$ cat src/rtl/seg7_pkg.sv
// Glyph codes and the glyph-to-segment decoder shared by the scrolling display driver.
// Segment bytes are abcdefgh (a = bit 7, dp = bit 0), active-low.
package seg7_pkg;

    typedef logic [4:0] glyph_t;

    localparam glyph_t G_0     = 5'h00;
    localparam glyph_t G_1     = 5'h01;
    localparam glyph_t G_2     = 5'h02;
    localparam glyph_t G_3     = 5'h03;
    localparam glyph_t G_4     = 5'h04;
    localparam glyph_t G_5     = 5'h05;
    localparam glyph_t G_6     = 5'h06;
    localparam glyph_t G_7     = 5'h07;
    localparam glyph_t G_8     = 5'h08;
    localparam glyph_t G_9     = 5'h09;
    localparam glyph_t G_A     = 5'h0A;
    localparam glyph_t G_B     = 5'h0B;
    localparam glyph_t G_C     = 5'h0C;
    localparam glyph_t G_D     = 5'h0D;
    localparam glyph_t G_E     = 5'h0E;
    localparam glyph_t G_F     = 5'h0F;
    localparam glyph_t G_H     = 5'h10;
    localparam glyph_t G_L     = 5'h11;
    localparam glyph_t G_P     = 5'h12;
    localparam glyph_t G_U     = 5'h13;
    localparam glyph_t G_MINUS = 5'h14;
    localparam glyph_t G_BLANK = 5'h1F;

    localparam logic [7:0] SEG_BLANK = 8'hFF;

    function automatic logic [7:0] glyph_to_seg(input glyph_t g);
        logic [7:0] r_seg;
        case (g)
            G_0:     r_seg = 8'b0000_0011;
            G_1:     r_seg = 8'b1001_1111;
            G_2:     r_seg = 8'b0010_0101;
            G_3:     r_seg = 8'b0000_1101;
            G_4:     r_seg = 8'b1001_1001;
            G_5:     r_seg = 8'b0100_1001;
            G_6:     r_seg = 8'b0100_0001;
            G_7:     r_seg = 8'b0001_1111;
            G_8:     r_seg = 8'b0000_0001;
            G_9:     r_seg = 8'b0000_1001;
            G_A:     r_seg = 8'b0001_0001;
            G_B:     r_seg = 8'b1100_0001;
            G_C:     r_seg = 8'b0110_0011;
            G_D:     r_seg = 8'b1000_0101;
            G_E:     r_seg = 8'b0110_0001;
            G_F:     r_seg = 8'b0111_0001;
            G_H:     r_seg = 8'b1001_0001;
            G_L:     r_seg = 8'b1110_0011;
            G_P:     r_seg = 8'b0011_0001;
            G_U:     r_seg = 8'b1000_0011;
            G_MINUS: r_seg = 8'b1111_1101;
            default: r_seg = SEG_BLANK;
        endcase
        return r_seg;
    endfunction

endpackage

$ cat src/rtl/strobe_gen.sv
// Free-running timebase: one-cycle strobe each time the count wraps at PERIOD-1.
module strobe_gen #(
    parameter int PERIOD = 4096
) (
    input  logic clk,
    input  logic reset_n,
    output logic strobe
);

    localparam int CNT_W = (PERIOD > 2) ? $clog2(PERIOD) : 1;
    localparam logic [CNT_W-1:0] CNT_LAST = CNT_W'(PERIOD - 1);

    logic [CNT_W-1:0] r_cnt;

    assign strobe = (r_cnt == CNT_LAST);

    always_ff @(posedge clk or negedge reset_n) begin
        if (!reset_n)
            r_cnt <= '0;
        else if (strobe)
            r_cnt <= '0;
        else
            r_cnt <= r_cnt + 1'b1;
    end

endmodule

$ cat src/rtl/seg7_scroll_driver.sv
// Buffers a glyph message from a valid/ready stream, then scrolls it right-to-left
// across a 4-digit multiplexed 7-segment display followed by four blank positions.
module seg7_scroll_driver
    import seg7_pkg::*;
#(
    parameter int DIGIT_PERIOD  = 4096,
    parameter int SCROLL_PERIOD = 8388608,
    parameter int MSG_LEN       = 16
) (
    input  logic       clk,
    input  logic       reset_n,
    input  logic       restart,
    input  logic       in_valid,
    output logic       in_ready,
    input  logic [4:0] in_char,
    input  logic       in_last,
    output logic       busy,
    output logic [7:0] abcdefgh,
    output logic [3:0] digit
);

    localparam int LEN_W = $clog2(MSG_LEN + 1);
    localparam int ADR_W = $clog2(MSG_LEN);
    localparam int POS_W = $clog2(MSG_LEN + 4) + 1;

    localparam logic [0:0] S_LOAD   = 1'b0;
    localparam logic [0:0] S_SCROLL = 1'b1;

    localparam logic [LEN_W-1:0] LEN_MAX  = LEN_W'(MSG_LEN);
    localparam logic [LEN_W-1:0] LEN_LAST = LEN_W'(MSG_LEN - 1);

    logic [0:0]       r_state;
    logic [LEN_W-1:0] r_len;
    logic [POS_W-1:0] r_offset;
    logic [1:0]       r_idx;
    logic             r_upd;
    logic [7:0]       r_seg;
    logic [3:0]       r_dig;
    glyph_t           r_buf [MSG_LEN];

    logic             w_mux_stb;
    logic             w_scr_stb;
    logic             w_accept;
    logic [POS_W-1:0] w_seq_len;
    logic [POS_W-1:0] w_sum;
    logic [POS_W-1:0] w_pos;
    logic             w_blank;
    glyph_t           w_glyph;

    strobe_gen #(.PERIOD(DIGIT_PERIOD)) u_mux_tb (
        .clk     (clk),
        .reset_n (reset_n),
        .strobe  (w_mux_stb)
    );

    strobe_gen #(.PERIOD(SCROLL_PERIOD)) u_scroll_tb (
        .clk     (clk),
        .reset_n (reset_n),
        .strobe  (w_scr_stb)
    );

    assign in_ready = (r_state == S_LOAD) && (r_len < LEN_MAX);
    assign busy     = (r_state == S_SCROLL);
    assign w_accept = in_valid && in_ready && !restart;

    // Window position r_idx reads seq[(offset + idx) mod (len + 4)]; one subtraction suffices.
    assign w_seq_len = POS_W'(r_len) + POS_W'(4);
    assign w_sum     = r_offset + POS_W'(r_idx);
    assign w_pos     = (w_sum >= w_seq_len) ? (w_sum - w_seq_len) : w_sum;
    assign w_blank   = (r_state == S_LOAD) || restart || (w_pos >= POS_W'(r_len));
    assign w_glyph   = r_buf[w_pos[ADR_W-1:0]];

    always_ff @(posedge clk or negedge reset_n) begin
        if (!reset_n) begin
            r_state  <= S_LOAD;
            r_len    <= '0;
            r_offset <= '0;
        end else if (restart) begin
            r_state  <= S_LOAD;
            r_len    <= '0;
            r_offset <= '0;
        end else if (r_state == S_LOAD) begin
            if (w_accept) begin
                r_len <= r_len + 1'b1;
                if (in_last || (r_len == LEN_LAST))
                    r_state <= S_SCROLL;
            end
        end else if (w_scr_stb) begin
            r_offset <= (r_offset == (w_seq_len - 1'b1)) ? '0 : (r_offset + 1'b1);
        end
    end

    always_ff @(posedge clk) begin
        if (w_accept)
            r_buf[r_len[ADR_W-1:0]] <= in_char;
    end

    // The output pair reloads the cycle after any index or offset change, so digit and glyph always match.
    always_ff @(posedge clk or negedge reset_n) begin
        if (!reset_n) begin
            r_idx <= '0;
            r_upd <= 1'b0;
            r_seg <= SEG_BLANK;
            r_dig <= 4'hF;
        end else begin
            r_upd <= w_mux_stb || w_scr_stb;
            if (w_mux_stb)
                r_idx <= r_idx + 2'd1;
            if (r_upd) begin
                r_dig <= ~(4'b1000 >> r_idx);
                r_seg <= w_blank ? SEG_BLANK : glyph_to_seg(w_glyph);
            end
        end
    end

    assign abcdefgh = r_seg;
    assign digit    = r_dig;

endmodule
$ cat config.mk
export PLATFORM = sky130hd
export DESIGN_NAME = seg7_scroll_driver
export DESIGN_NICKNAME = d
export VERILOG_FILES = /design/src/rtl/seg7_pkg.sv /design/src/rtl/strobe_gen.sv /design/src/rtl/seg7_scroll_driver.sv
export SDC_FILE = /design/constraint.sdc
export NUM_CORES = 1
export LEC_CHECK = 0
export BUFFER_PORTS_ARGS = -buffer_cell sky130_fd_sc_hd__buf_2
export CAP_MARGIN = 20
export CORE_ASPECT_RATIO = 1.25
export CORE_MARGIN = 8
export CORE_UTILIZATION = 50
export DETAILED_ROUTE_END_ITERATION = 16
export GPL_TIMING_DRIVEN = 0
export PLACE_DENSITY = 0.63
export SYNTH_ARGS = -nofsm -noshare
export SYNTH_HDL_FRONTEND = slang
export SYNTH_SLANG_ARGS = --single-unit
$ cat constraint.sdc
create_clock -name clk -period 5.8 [get_ports clk]
set_clock_uncertainty 0.1 [all_clocks]
set_input_delay 0.29 -clock clk [delete_from_list [all_inputs] [get_ports clk]]
set_output_delay 0.29 -clock clk [all_outputs]
set_load 0.01 [all_outputs]
==> reports/qor.txt, run 1 <==
Yosys warnings -> 0
N_diodes -> 0
Pins Over Slew Limit -> 0
Dpl cell area -> 0.00754 sq mm
Vias in the first global route -> 4,834
Setup TNS -> 0 ps
CTS tree -> yes
Pin count of the biggest net entering global routing -> 40
Lkg Pwr -> 0.00329 uW
Pwr Total -> 2360 uW
Mapped Area -> 0.00718 sq mm
Worst-skew pair later-pin latency -> 410 ps
Synthesized Nets -> 646
Critical Path AT -> 5660 ps
R2R Path Start -> r_offset[0]$_DFFE_PN0P_
Max Freq -> 183 MHz
Final Hold Viols -> 0
DIE HEIGHT -> 150 um
Post-route ant nets -> 0
Critical Path Source Type -> register
Outcome -> finished, final reports clean
Crit path capture type -> register
First-pass GRT wire length -> 24,500 um
# H-tree levels -> 4
Slowest-stage cell, CP -> fa_1
Clock-pin slew on the worst setup and hold paths -> 60 ps
Antenna violations before repair -> 0
RSZ-0062 raised after global routing -> false
CTS root buf -> clkbuf_16
Finished Cell Area -> 0.00820 sq mm
Num CTS Buffers -> 17
Final RePlAce weighted congestion -> 0.854
Via count -> 4,613
Final period util -> 94.1%
Async SR Flop Fraction -> 43.3%
Pwr Density -> 288 mW/mm^2
Worst Hold Class -> in2reg
Hold Startpoint -> restart
WP buf/inv -> 5
Top cell by count, worst path -> mux2i_1
CP max stage delay -> 520 ps
Avg Synthesized Cell Area -> 12.0 sq um
Syn Inst Count -> 597
Vias/cell -> 5.55
Grt total ovfl -> 0
DR DRC count -> 0
Routed Wire Length -> 14,800 um
Sequential element share of the synthesized area -> 54.9%
Endpoints failing setup -> 0
Post-DR wirelength/cell -> 17.8 um
1st-iter DRT viols -> 269
I/O pin total -> 24
Port-buffer cells -> 22
Area growth syn-to-layout -> 14.1%
Netlist cell types -> 64
Yosys reg bits -> 141
Cell breakdown of the critical path -> ha_1 -> fa_1 -> inv_1 -> fa_1 -> a21boi_0 -> o22a_1 -> and2_4 -> buf_6 -> a21o_2 -> clkinvlp_4 -> buf_2 -> mux2i_1 -> mux2i_1 -> mux2i_1 -> mux2_2 -> inv_1 -> ha_1 -> mux2_1 -> a211oi_1 -> a311oi_1
Row Count -> 49
WS Path Type -> reg2reg
# Max-Cap Violations -> 0
Share of cells above drive strength 1 -> 14.2%
Final min period -> 5460 ps
Crit. Startpoint -> r_offset[0]$_DFFE_PN0P_
DP HPWL -> 10,700 um
Worst-Margin Slew -> 907 ps
Delay-heaviest family, CP -> adder cells
CP Max Fanout -> 10
DIE AREA -> 0.0185 sq mm
Initial Util -> 50.5%
Fin util -> 57.6%
Max clock buf depth -> 2
Num Clock Sinks -> 141
Global-route usage over all layers -> 17.2%
Maximum VDD drop -> 0.000181 V
Core Box Area -> 0.0142 sq mm
Critical Path RT -> 6000 ps
Max-slew headroom -> 39.0%
DR pass1 iterations -> 4
Main synth FF type -> edfxtp_1
Final #Nets -> 689
Post-synth EDFFs -> 80
Die width -> 123 um
through the flow:
step                      worst slack [ps]  hold WS [ps]  instances
after CTS                              280          15.6        831
final                                  343          25.9        831
after floorplan                       1210          -106        597
after global placement                 393           348        797
after detailed placement               330           195        798
after global routing                  22.8          27.0        831
placed cells by master (no fill, tap or decap), types with 13 or more instances in the layout:
master / n
nand2_1: 35
edfxtp_1: 80
xor2_1: 24
nand3_1: 20
inv_1: 24
o21ai_0: 13
clkbuf_16: 19
dfrtp_1: 50
ha_1: 37
xnor2_1: 28
mux2i_1: 51
a21oi_1: 18
and3_1: 27
buf_2: 28
nor2_1: 53
layer usage:
layer | GRT usage (%) | part of all wire, % | vias up | wire [um]
li1 | - | - | 2236 | -
met1 | 20.5 | 43 | 2274 | 6300
met2 | 30.0 | 53 | 90 | 7800
met3 | 3.89 | 3.4 | 13 | 507
met4 | 5.55 | 1.2 | 0 | 182
met5 | 0 | 0 | - | 0
layout make-up:
cell class                      instances  area (sq um)
Multi-Input combinational cell        407          3010
Inverter                               27           105
Timing Repair Buffer                   24           140
Clock buffer                           24           524
Sequential cell                       141          3940
Fill cell                            1188          6020
Clock inverter                          8           124
Tap cell                              178           223
Buffer                                 22           128
registers in the layout, indices dropped and copies added, names as in the netlist:
register and flops:
abcdefgh 7, busy 1, digit 4, r_buf 80
r_idx 2, r_len 5, r_offset 6, r_upd 1
u_mux_tb.r_cnt 12, u_scroll_tb.r_cnt 23
repair_timing:
action,4_1_cts,5_1_grt
endpoints found under the hold margin,11,0
setup endpoints to repair,0,1
setup buffers,0,0
gates resized for setup,0,2
hold buffers,1,0
synthesized netlist by cell type, types with 7 or more instances:
library cell	n	area, sq um
a211oi_1	7	52.6
a21oi_1	18	90.1
and3_1	27	169
clkbuf_1	10	37.5
dfrtp_1	50	1250
dfstp_2	11	289
edfxtp_1	80	2400
ha_1	37	463
inv_1	24	90.1
mux2i_1	51	510
nand2_1	35	131
nand3_1	20	100
nor2_1	53	199
o21ai_0	13	65.1
xnor2_1	28	245
xor2_1	24	210
where the power goes:
part           leakage (uW)  internal [uW]  switching (uW)  total [uW]
Clock              0.000321            764             403        1170
Sequential          0.00150           1070            6.05        1070
Combinational       0.00147           44.9            73.8         119
path summary, 6_finish.rpt:
path	to	slack (ps)	cells past startpoint
hold / removal	r_offset[4]$_DFFE_PN0P_	30	2
setup reg to reg	abcdefgh[1]$_DFFE_PN1P_	340	20
setup / recovery	abcdefgh[1]$_DFFE_PN1P_	340	20
hold reg to reg	u_scroll_tb.r_cnt[0]$_DFF_PN0_	360	1
min in group asynchronous	u_mux_tb.r_cnt[5]$_DFF_PN0_	280	2
max in group asynchronous	u_scroll_tb.r_cnt[6]$_DFF_PN0_	4730	3
cell families (layout without fill, tap and decap cells):
kind of cell,count (synthesis),count (layout),synth area share [%]
and+or+nand+nor,182,182,12.6
DFF,141,141,54.9
AOI/OAI and AO/OA,74,74,7.21
muxes,59,59,8.67
xor gates and xnor gates,52,52,6.34
buffers and inverters,49,105,3.19
adders and majority gates,39,39,7.00
other,1,1,0.0522
Note: power is estimated with default switching activity, not from simulation.
==> run 2: changes to the inputs <==
- CELL_PAD_IN_SITES_DETAIL_PLACEMENT: default -> 1
- CELL_PAD_IN_SITES_GLOBAL_PLACEMENT: default -> 1
- PLACE_DENSITY: 0.63 -> 0.75
==> reports/qor.txt, run 2 (same netlist as run 1, synthesis figures left out) <==
DR DRC count -> 0
Final Hold Viols -> 0
Setup TNS -> 0 ps
Logic pwr share -> 5.3%
Pwr Total -> 2340 uW
Pin count of the biggest net entering global routing -> 39
Outcome -> finished, final reports clean
Hold Startpoint -> in_last
First-pass GRT wire length -> 27,800 um
R2R Path Start -> r_offset[0]$_DFFE_PN0P_
Pwr Density -> 286 mW/mm^2
Share of power burned in registers -> 45.9%
Clock-pin slew on the worst setup and hold paths -> 60 ps
DIE HEIGHT -> 150 um
Share of cells above drive strength 1 -> 14.5%
Clock power frac -> 48.8%
Port-buffer cells -> 22
DR pass1 iterations -> 4
1st-iter DRT viols -> 219
Worst-Margin Slew -> 911 ps
Worst-skew pair later-pin latency -> 420 ps
Final hold slack -> 139 ps
Worst Hold Class -> in2reg
Final #Nets -> 690
DP HPWL -> 12,300 um
N_diodes -> 0
Routed Wire Length -> 17,200 um
Global-route usage over all layers -> 19.7%
Antenna violations before repair -> 0
Num CTS Buffers -> 17
Max Freq -> 182 MHz
Commonest non-fill, non-tap cell in the layout -> edfxtp_1
Via count -> 4,764
Core Box Area -> 0.0142 sq mm
Post-route ant nets -> 0
Hold-critical path depth -> 3
Post-DR wirelength/cell -> 20.6 um
Maximum VDD drop -> 0.000193 V
Critical Path AT -> 5700 ps
Max-slew headroom -> 38.7%
# H-tree levels -> 4
Final period util -> 94.5%
Vias/cell -> 5.73
Vias in the first global route -> 5,283
Pins Over Slew Limit -> 0
Worst slack at placement -> 202 ps
Area growth syn-to-layout -> 14.0%
Reg2reg path depth -> 19
Cell-internal power -> 1800 uW
CP Max Fanout -> 10
WS Path Type -> reg2reg
DIE AREA -> 0.0185 sq mm
Sw frac -> 23.1%
Grt total ovfl -> 0
Die width -> 123 um
Initial Util -> 50.5%
CTS tree -> yes
FF-to-FF setup slack -> 320 ps
RSZ-0062 raised after global routing -> false
Num Clock Sinks -> 141
Most frequent cells in the layout -> edfxtp_1 (80), nor2_1 (53), mux2i_1 (51)
Critical Path RT -> 6020 ps
Crit path capture type -> register
Max FFs per register -> 80
Final WS setup -> 319 ps
I/O pin total -> 24
Final min period -> 5480 ps
Row Count -> 49
Endpoints failing setup -> 0
CTS root buf -> clkbuf_16
Final RePlAce weighted congestion -> 0.874
# Max-Cap Violations -> 0
Hold Crit Endpoint -> busy$_DFF_PN0_
Layout fillers -> 1,488
RR Endpoint -> abcdefgh[1]$_DFFE_PN1P_
Lkg Pwr -> 0.00327 uW
Sw Pwr -> 540 uW
Critical Path Source Type -> register
Max clock buf depth -> 2
run 2: power groups by stage:
stage               Sequential, uW  Clock (uW)  Combinational, uW
CTS                           1070        1150                125
finish                        1070        1140                124
detailed placement            1090           0                122
global route                  1070        1190                139
global placement              1090           0                115
floorplan                     1090           0               75.7
run 2: worst max path at each step:
stage                             from                      end  slack [ps]  cells past startpoint
2_1_floorplan  r_offset[0]$_DFFE_PN0P_  abcdefgh[1]$_DFFE_PN1P_        1210                     20
3_3_place_gp   r_offset[1]$_DFFE_PN0P_  abcdefgh[3]$_DFFE_PN1P_         390                     21
3_5_place_dp   r_offset[1]$_DFFE_PN0P_  abcdefgh[3]$_DFFE_PN1P_         200                     21
4_1_cts        r_offset[1]$_DFFE_PN0P_  abcdefgh[3]$_DFFE_PN1P_         160                     21
5_1_grt        r_offset[0]$_DFFE_PN0P_  abcdefgh[1]$_DFFE_PN1P_          40                     19
6_report       r_offset[0]$_DFFE_PN0P_  abcdefgh[1]$_DFFE_PN1P_         320                     19
run 2: through the flow:
stage               utilization (%)  instance area [sq um]  instances
finish                         57.6                   8190        832
detailed placement             53.0                   7540        798
global placement               52.8                   7520        797
CTS                            57.5                   8180        832
floorplan                         -                   7180        597
global route                   57.6                   8190        832
run 2: critical path: stages, from the launching register on:
cell and delay, ps:
dfrtp_1 480, ha_1 260, fa_1 530, inv_1 90, fa_1 450, a21boi_0 170, o22a_1 260, and2_4 170
buf_6 140, mux2i_4 370, buf_2 320, buf_2 370, mux2i_1 270, mux2i_1 110, mux2_2 380, inv_1 140
ha_1 240, mux2_1 150, a211oi_1 60, a311oi_1 310
run 2: what timing repair did:
action / 4_1_cts / 5_1_grt
setup endpoints to repair: 0 / 6
hold endpoints to repair: 32 / 0
hold buffers: 2 / 0
gates resized for setup: 0 / 4
buffers inserted: 0 / 0
run 2: area by class of cell:
class                      count  area, sq um  share of cell area [%]
sequential                   141         3940                    48.1
multi-input combinational    407         3020                    36.9
clock buffer                  17          425                    5.19
tap                          178          223                    2.72
clock inverter                15          188                    2.29
timing repair buffer          25          158                    1.92
buffer                        22          130                    1.59
inverter                      27          105                    1.28
run 2: per-layer routing:
layer / routed length [um] / global-route usage, % / up-vias
li1: - / - / 2234
met1: 6920 / 22.2 / 2430
met2: 9480 / 36.0 / 73
met3: 454 / 3.32 / 27
met4: 320 / 7.66 / 0
met5: 0 / 0 / -
==> run 3: changes to the inputs <==
==> constraint.sdc (replaced) <==
create_clock -name clk -period 5.8 [get_ports clk]
set_clock_uncertainty 0.1 [all_clocks]
set_input_delay 0.58 -clock clk [delete_from_list [all_inputs] [get_ports clk]]
set_output_delay 0.58 -clock clk [all_outputs]
set_load 0.01 [all_outputs]
==> reports/qor.txt, run 3 (same netlist as run 1, synthesis figures left out) <==
Die width -> 123 um
Max FFs per register -> 80
Share of cells above drive strength 1 -> 14.6%
Worst Hold Class -> in2async
Endpoints failing setup -> 0
Vias in the first global route -> 5,274
Pin count of the biggest net entering global routing -> 39
# H-tree levels -> 4
# Max-Cap Violations -> 0
Grt total ovfl -> 0
Row Count -> 49
Outcome -> finished, final reports clean
CTS root buf -> clkbuf_16
Final hold slack -> 176 ps
Final min period -> 5480 ps
Core Box Area -> 0.0142 sq mm
Area of the multi-input gates -> 0.00302 sq mm
RSZ-0062 raised after global routing -> false
Placed insts -> 798
Final Hold Viols -> 0
Vias/cell -> 5.72
I/O pin total -> 24
Finished Cell Area -> 0.00817 sq mm
Initial Util -> 50.5%
Fin util -> 57.5%
Final RePlAce weighted congestion -> 0.874
DIE AREA -> 0.0185 sq mm
DIE HEIGHT -> 150 um
Post-DR wirelength/cell -> 20.7 um
Global-route usage over all layers -> 19.7%
Area growth syn-to-layout -> 13.8%
1st-iter DRT viols -> 220
Critical Path AT -> 5700 ps
Pwr Density -> 286 mW/mm^2
CP max stage delay -> 530 ps
Routed Wire Length -> 17,200 um
CP Max Fanout -> 10
WS Path Type -> reg2reg
WL met2 -> 9460 um
Final #Nets -> 688
Num CTS Buffers -> 17
Max-slew headroom -> 38.7%
Most frequent cells in the layout -> edfxtp_1 (80), nor2_1 (53), mux2i_1 (51)
Antenna violations before repair -> 0
Commonest non-fill, non-tap cell in the layout -> edfxtp_1
CTS tree -> yes
Num Clock Sinks -> 141
Setup TNS -> 0 ps
Post-route ant nets -> 0
Area taken by flip-flops and latches -> 0.00394 sq mm
Clock-pin slew on the worst setup and hold paths -> 60 ps
Lkg Pwr -> 0.00327 uW
DR DRC count -> 0
Worst-skew pair later-pin latency -> 430 ps
WP buf/inv -> 5
Hold buffer count at CTS -> 0
Top layer in use -> met4
Critical Path RT -> 6020 ps
Maximum VDD drop -> 0.000195 V
Layout fillers -> 1,487
Max clock buf depth -> 2
DP HPWL -> 12,300 um
Met3 WL post-DR -> 471 um
Dpl cell area -> 0.00754 sq mm
Final non-filler cell total -> 830
Crit path capture type -> register
Slowest-stage cell, CP -> fa_1
First-pass GRT wire length -> 27,800 um
Final period util -> 94.5%
M1 WL -> 6910 um
N_diodes -> 0
Delay-heaviest family, CP -> adder cells
DR pass1 iterations -> 4
Port-buffer cells -> 22
FF-to-FF setup slack -> 320 ps
Worst-Margin Slew -> 911 ps
Cell breakdown of the critical path -> ha_1 -> fa_1 -> inv_1 -> fa_1 -> a21boi_0 -> o22a_1 -> and2_4 -> buf_6 -> mux2i_4 -> buf_2 -> buf_2 -> mux2i_1 -> mux2i_1 -> mux2_2 -> inv_1 -> ha_1 -> mux2_1 -> a211oi_1 -> a311oi_1
Pins Over Slew Limit -> 0
Max Freq -> 182 MHz
Via count -> 4,748
Critical Path Source Type -> register
-- run 3: repair_timing --
action,CTS,global route
setup endpoints to repair,0,6
gates resized for setup,0,4
setup buffers,0,0
-- run 3: power breakdown --
group	leakage [uW]	internal, uW	switching, uW	total [uW]
Sequential	0.00150	1070	6.33	1070
Clock	0.000292	685	459	1140
Combinational	0.00147	45.5	77.5	123
-- run 3: area by class of cell --
type	count	area share [%]
clock buffers	17	5.21
repair buffers	23	1.68
inverters	27	1.29
well taps	178	2.73
clock inverters	15	2.30
flip-flops and latches	141	48.2
multi-input cells	407	37.0
plain buffers	22	1.59
-- run 3: layer usage --
metal  vias to the layer above  track usage, %
met5                         -               0
met2                        65            36.0
met1                      2424            22.2
met4                         0            7.66
li1                       2231               -
met3                        28            3.32
-- run 3: path summary, 6_finish.rpt --
kind	startpoint	endpoint	depth (start not counted)
worst max-delay path	r_offset[0]$_DFFE_PN0P_	abcdefgh[1]$_DFFE_PN1P_	19
worst min-delay path	reset_n	u_scroll_tb.r_cnt[12]$_DFF_PN0_	1
worst max register to register	r_offset[0]$_DFFE_PN0P_	abcdefgh[1]$_DFFE_PN1P_	19
worst min register to register	u_scroll_tb.r_cnt[18]$_DFF_PN0_	u_scroll_tb.r_cnt[18]$_DFF_PN0_	1
max in group asynchronous	reset_n	digit[0]$_DFFE_PN1P_	2
min in group clk	restart	r_offset[4]$_DFFE_PN0P_	2
-- run 3: metrics by stage --
stage,setup slack (ps),total power (uW)
2_1_floorplan,1210,1170
3_3_place_gp,390,1210
3_5_place_dp,202,1220
4_1_cts,164,2350
5_1_grt,41.5,2400
6_report,320,2340
